==> config.mk <==
export PLATFORM = sky130hd
export DESIGN_NAME = pipe_icache
export DESIGN_NICKNAME = d
export VERILOG_FILES = /design/src/rtl/pipe_cache_pkg.sv /design/src/rtl/icache_line_array.sv /design/src/rtl/pipe_icache.sv
export SDC_FILE = /design/constraint.sdc
export NUM_CORES = 1
export LEC_CHECK = 0
export BUFFER_PORTS_ARGS = -buffer_cell sky130_fd_sc_hd__buf_2
export CAP_MARGIN = 20
export CORE_MARGIN = 10
export CORE_UTILIZATION = 53
export DETAILED_ROUTE_END_ITERATION = 8
export PLACE_DENSITY = 0.77
export SLEW_MARGIN = 20
export SYNTH_ARGS = -nofsm -noshare
export SYNTH_HDL_FRONTEND = slang
export SYNTH_SLANG_ARGS = --single-unit
==> constraint.sdc <==
create_clock -name clock -period 7.7 [get_ports clock]
set_input_delay 0.77 -clock clock [delete_from_list [all_inputs] [get_ports clock]]
set_output_delay 0.77 -clock clock [all_outputs]
set_load 0.03 [all_outputs]
==> src/rtl/pipe_cache_pkg.sv <==
// Shared cache definitions: controller states and address-split width helpers.
package pipe_cache_pkg;

    typedef enum logic [1:0] {
        IDLE   = 2'd0,
        REFILL = 2'd1,
        DONE   = 2'd2
    } cache_state_e;

    // Word-offset field width for a line of 'words' 32-bit words.
    function automatic int off_w(input int words);
        return $clog2(words);
    endfunction

    // Line-index field width for 'lines' cache lines.
    function automatic int idx_w(input int lines);
        return $clog2(lines);
    endfunction

    // Tag width: whatever remains above index, offset and the byte bits.
    function automatic int tag_w(input int addr_w, input int lines, input int words);
        return addr_w - 2 - $clog2(words) - $clog2(lines);
    endfunction

endpackage

==> src/rtl/icache_line_array.sv <==
// Line storage: data RAM, tag RAM and valid flags; one write port, async read.
module icache_line_array
    import pipe_cache_pkg::*;
#(
    parameter int LINES = 8,
    parameter int WORDS = 4,
    parameter int TAG_W = 25
) (
    input  logic                       clock,
    input  logic                       resetn,
    input  logic                       clear_all,
    input  logic                       wr_en,
    input  logic [idx_w(LINES)-1:0]    wr_idx,
    input  logic [off_w(WORDS)-1:0]    wr_off,
    input  logic [31:0]                wr_data,
    input  logic                       set_valid,
    input  logic [TAG_W-1:0]           set_tag,
    input  logic [idx_w(LINES)-1:0]    rd_idx,
    input  logic [off_w(WORDS)-1:0]    rd_off,
    output logic [31:0]                rd_data,
    output logic [TAG_W-1:0]           rd_tag,
    output logic                       rd_valid
);

    logic [31:0]      data_ram [LINES][WORDS];
    logic [TAG_W-1:0] tag_ram  [LINES];
    logic [LINES-1:0] valid;

    // Data and tag storage carry no reset; the valid flags gate their use.
    always_ff @(posedge clock) begin
        if (wr_en)     data_ram[wr_idx][wr_off] <= wr_data;
        if (set_valid) tag_ram[wr_idx]          <= set_tag;
    end

    // Valid flags: clear-all dominates a same-cycle set.
    always_ff @(posedge clock or negedge resetn) begin
        if (!resetn)        valid <= '0;
        else if (clear_all) valid <= '0;
        else if (set_valid) valid[wr_idx] <= 1'b1;
    end

    assign rd_data  = data_ram[rd_idx][rd_off];
    assign rd_tag   = tag_ram[rd_idx];
    assign rd_valid = valid[rd_idx];

endmodule

==> src/rtl/pipe_icache.sv <==
// Direct-mapped read-only instruction cache with word-serial line refill.
module pipe_icache
    import pipe_cache_pkg::*;
#(
    parameter int LINES          = 8,
    parameter int WORDS_PER_LINE = 4,
    parameter int ADDR_W         = 32
) (
    input  logic              clock,
    input  logic              resetn,
    input  logic [ADDR_W-1:0] pc,
    input  logic              flush,
    output logic [31:0]       ins,
    output logic              imem_ready,
    output logic              mem_req,
    output logic [ADDR_W-1:0] mem_addr,
    input  logic [31:0]       mem_rdata,
    input  logic              mem_valid
);

    localparam int OFF_W  = off_w(WORDS_PER_LINE);
    localparam int IDX_W  = idx_w(LINES);
    localparam int TAG_W  = tag_w(ADDR_W, LINES, WORDS_PER_LINE);
    localparam int BASE_W = TAG_W + IDX_W;
    localparam logic [OFF_W-1:0] LAST_WORD = OFF_W'(WORDS_PER_LINE - 1);

    cache_state_e      state, state_n;
    logic [OFF_W-1:0]  word_cnt, cnt_n;
    logic [BASE_W-1:0] line_base, base_n;
    logic              wr_en, set_valid, hit;
    logic [31:0]       rd_data;
    logic [TAG_W-1:0]  rd_tag;
    logic              rd_valid;

    // pc fields
    logic [OFF_W-1:0] pc_off;
    logic [IDX_W-1:0] pc_idx;
    logic [TAG_W-1:0] pc_tag;
    logic             unused_pc_bits;

    assign pc_off         = pc[2 +: OFF_W];
    assign pc_idx         = pc[2+OFF_W +: IDX_W];
    assign pc_tag         = pc[ADDR_W-1 -: TAG_W];
    assign unused_pc_bits = ^pc[1:0];

    icache_line_array #(
        .LINES (LINES),
        .WORDS (WORDS_PER_LINE),
        .TAG_W (TAG_W)
    ) u_array (
        .clock     (clock),
        .resetn    (resetn),
        .clear_all (flush),
        .wr_en     (wr_en),
        .wr_idx    (line_base[IDX_W-1:0]),
        .wr_off    (word_cnt),
        .wr_data   (mem_rdata),
        .set_valid (set_valid),
        .set_tag   (line_base[BASE_W-1:IDX_W]),
        .rd_idx    (pc_idx),
        .rd_off    (pc_off),
        .rd_data   (rd_data),
        .rd_tag    (rd_tag),
        .rd_valid  (rd_valid)
    );

    // Hit only while idle, so refill and the DONE bubble always stall IF.
    assign hit        = (state == IDLE) && rd_valid && (rd_tag == pc_tag);
    assign imem_ready = hit;
    assign ins        = hit ? rd_data : 32'h0;
    assign mem_req    = (state == REFILL);
    assign mem_addr   = {line_base, word_cnt, 2'b00};

    // State, refill counter and latched line base.
    always_ff @(posedge clock or negedge resetn) begin
        if (!resetn) begin
            state     <= IDLE;
            word_cnt  <= '0;
            line_base <= '0;
        end else begin
            state     <= state_n;
            word_cnt  <= cnt_n;
            line_base <= base_n;
        end
    end

    // Next-state and array write control; flush beats any refill progress.
    always_comb begin
        state_n   = state;
        cnt_n     = word_cnt;
        base_n    = line_base;
        wr_en     = 1'b0;
        set_valid = 1'b0;
        case (state)
            IDLE: begin
                if (!flush && !hit) begin
                    state_n = REFILL;
                    base_n  = {pc_tag, pc_idx};
                    cnt_n   = '0;
                end
            end
            REFILL: begin
                if (flush) begin
                    state_n = IDLE;
                    cnt_n   = '0;
                end else if (mem_valid) begin
                    wr_en = 1'b1;
                    cnt_n = word_cnt + 1'b1;
                    if (word_cnt == LAST_WORD) begin
                        set_valid = 1'b1;
                        state_n   = DONE;
                    end
                end
            end
            DONE:    state_n = IDLE;
            default: state_n = IDLE;
        endcase
    end

endmodule

==> impl_results.md <==
- Status: finished clean
- GR Util All Layers: 21.98%
- Hold buffer count at cts: 0
- Clk_lat worst skew: 0.72 ns
- IO Count: 134
- IO buf count: 129
- Largest net degree at the start of global routing: 182
- Seq pwr share: 54.0%
- CTS HTree Levels: 3
- Fin Hold WS: 0.07541 ns
- Synthesized flop and latch total: 1264
- Fillers: 6037
- Worst path max stage delay: 0.68 ns
- Num rows: 111
- Worst vdd ir: 235.3 µV
- CTS tree: built
- Syn Area/Cell: 23.40 µm²
- Worst Skew: 0.03032 ns
- Detailed-route DRC error count: 0
- Post-DP HPWL: 55290 µm
- Global-route wire length before repair: 166200 µm
- Register area: 0.03776 mm²
- Stages on the worst setup path: 10
- CP Launch Type: input port
- Setup crit end kind: primary output
- Setup TNS: 0 ns
- Worst reg-to-reg path cell count: 10
- Gpl congestion: 0.7648
- Synthesis-to-layout area growth: 12.69%
- Sw Ratio: 21.06%
- GRT Residual Overflow: 0
- Setup WS pre-CTS: 2.088 ns
- Core Footprint: 0.09139 mm²
- Iteration-0 DRC Markers: 2900
- Cts bufs inserted: 118
- Synth unique cells: 51
- NumNets Final: 2345
- Clock power frac: 41.0%
- Cell taking the most area after synthesis: edfxtp_1
- Final setup vio count: 0
- PwrDens: 259.2 mW/mm²
- CTS Sinks: 1264
- Crit path kind: in -> out
- Crit path DAT: 4.80 ns
- Multi-input gate area: 0.01064 mm²
- Share of layout cells above drive strength 1: 32.60%
- Tmin final: 5.566 ns
- Max-cap violation count: 0
- WP data required: 6.93 ns
- Vias/cell: 6.519
- Initial Util: 53.30%
- Setup bufs post-CTS: 0
- Synth cell count leaders: edfxtp_1, mux4_2, nor2_1
- Post-synth top area share: 75.45%
- Routed wire per std cell: 32.20 µm
- Ys async rst share: 3.165%
- DR pass1 iterations: 5
- Post-synth EDFFs: 1224
- Number of nets with antenna violations after routing: 0
- Max Fclk: 179.7 MHz
- Most used DFF post-synth: edfxtp_1
- Crit share post-route: 72.29%
- CTS resizes: 0
- Die Height: 323.2 µm
- Buf+Inv Stages, Crit Path: 3
- Clk slew on worst S/H paths: 0.06 ns
- Switching pwr: 2.996 mW
- Drt total wl: 114700 µm
- Initial antenna violation count: 7
- Slew Limit Fails: 0
- Root Buffer: clkbuf_16
- Final Power: 14.23 mW
- Worst slew pin tran: 1.128 ns
- Die W: 323.2 µm
- Worst Hold Class: in -> async
- Ys Warns: 0
- DR vias: 23210
- CTS Buffer Depth: 3
- Post-synthesis sequential area ratio: 77.51%
- Max-slew headroom: 24.82%
- Logic gate share of total power: 5.0%
- Final Hold Viols: 0
- Top delay family on crit path: simple AND/OR/NAND/NOR gates
- Slowest-stage cell, CP: or4_2
- Syn Std Cell Area: 0.04871 mm²
- Leakage power: 17.58 nW
- Vias in the first global route: 24050
- Most frequent cell after synthesis: edfxtp_1
- Largest cells by area after synthesis: edfxtp_1, mux4_2, dfrtp_1
- Critical Path Fanout Max: 106
- Post-synthesis instance total: 2082
- RSZ-0062 raised after global routing: false
- Setup slack after layout: 2.134 ns
- Die area: 0.1044 mm²
- CP cell instances: buf_8 -> nand2_1 -> o22ai_1 -> nor3_1 -> nor4b_1 -> nand4_1 -> or4_2 -> buf_4 -> nor2_1 -> buf_2
- Int Power: 11.23 mW
-- area by class of cell --
type                            count  area share (%)
Tap cell                         1186           2.703
Timing Repair Buffer              178           2.013
Antenna cell                        1        0.004559
Clock inverter                     84           1.491
Multi-Input combinational cell    707           19.39
Inverter                            4         0.03191
Sequential cell                  1264           68.78
Clock buffer                      137           5.587
-- power by group through the flow --
stage	Combinational [mW]	Sequential [mW]	Clock [mW]
floorplan	0.406	7.86	0
global placement	0.685	7.82	0
detailed placement	0.705	7.83	0
CTS	0.714	7.69	5.90
global route	0.754	7.69	6.15
finish	0.709	7.69	5.83
-- cell usage in the layout, fill, tap and decap left out, types with 14 or more instances in the layout --
| cell | instances |
|---|---|
| clkbuf_16 | 120 |
| o22ai_1 | 18 |
| mux2_1 | 26 |
| bufinv_16 | 14 |
| nor2_4 | 32 |
| nor2_1 | 57 |
| buf_4 | 47 |
| mux4_2 | 336 |
| clkinv_2 | 22 |
| clkinv_1 | 33 |
| buf_2 | 124 |
| nor3_1 | 16 |
| mux2i_1 | 76 |
| dfrtp_1 | 40 |
| edfxtp_1 | 1224 |
| clkbuf_1 | 17 |
| mux2_2 | 29 |
-- metal layers --
metal	track usage [%]	vias up	wire [µm]
li1	-	9189	-
met4	7.437	10	3724
met1	28.70	12330	42100
met2	37.21	1426	59010
met5	0	-	75
met3	4.055	260	9741
-- per-stage QoR --
stage               utilization, %  area, µm²  std cells
floorplan                        -      48720       2083
global route                 60.07      54890       3561
global placement             55.78      50970       3338
CTS                          60.03      54860       3559
detailed placement           55.78      50970       3338
finish                       60.07      54890       3561
-- state kept, by name, summed over array words and instances, names as in the netlist --
signal and count:
state 2, line_base 28, u_array.tag_ram 200, word_cnt 2, u_array.data_ram 1024, u_array.valid 8
-- cell families after synthesis --
group                      synth area share, %
buffers and inverters                    1.192
xor gates and xnor gates                0.2158
DFF                                      77.51
adders and majority gates               0.1027
other                                 0.007698
AOI/OAI and AO/OA                       0.8014
and+or+nand+nor                          1.495
muxes                                    18.68
-- path summary, 6_finish.rpt --
kind,slack (ns),endpoint,start
worst min-delay path,0.08,line_base[4],resetn
max in group asynchronous,7.20,u_array.valid[7],resetn
min in group clock,0.31,line_base[10],pc[14]
worst min register to register,0.50,u_array.valid[0],u_array.valid[0]
worst max-delay path,2.13,ins[23],pc[5]
worst max register to register,3.75,line_base[5],u_array.tag_ram[3][9]
Note: power is estimated with default switching activity, not from simulation.
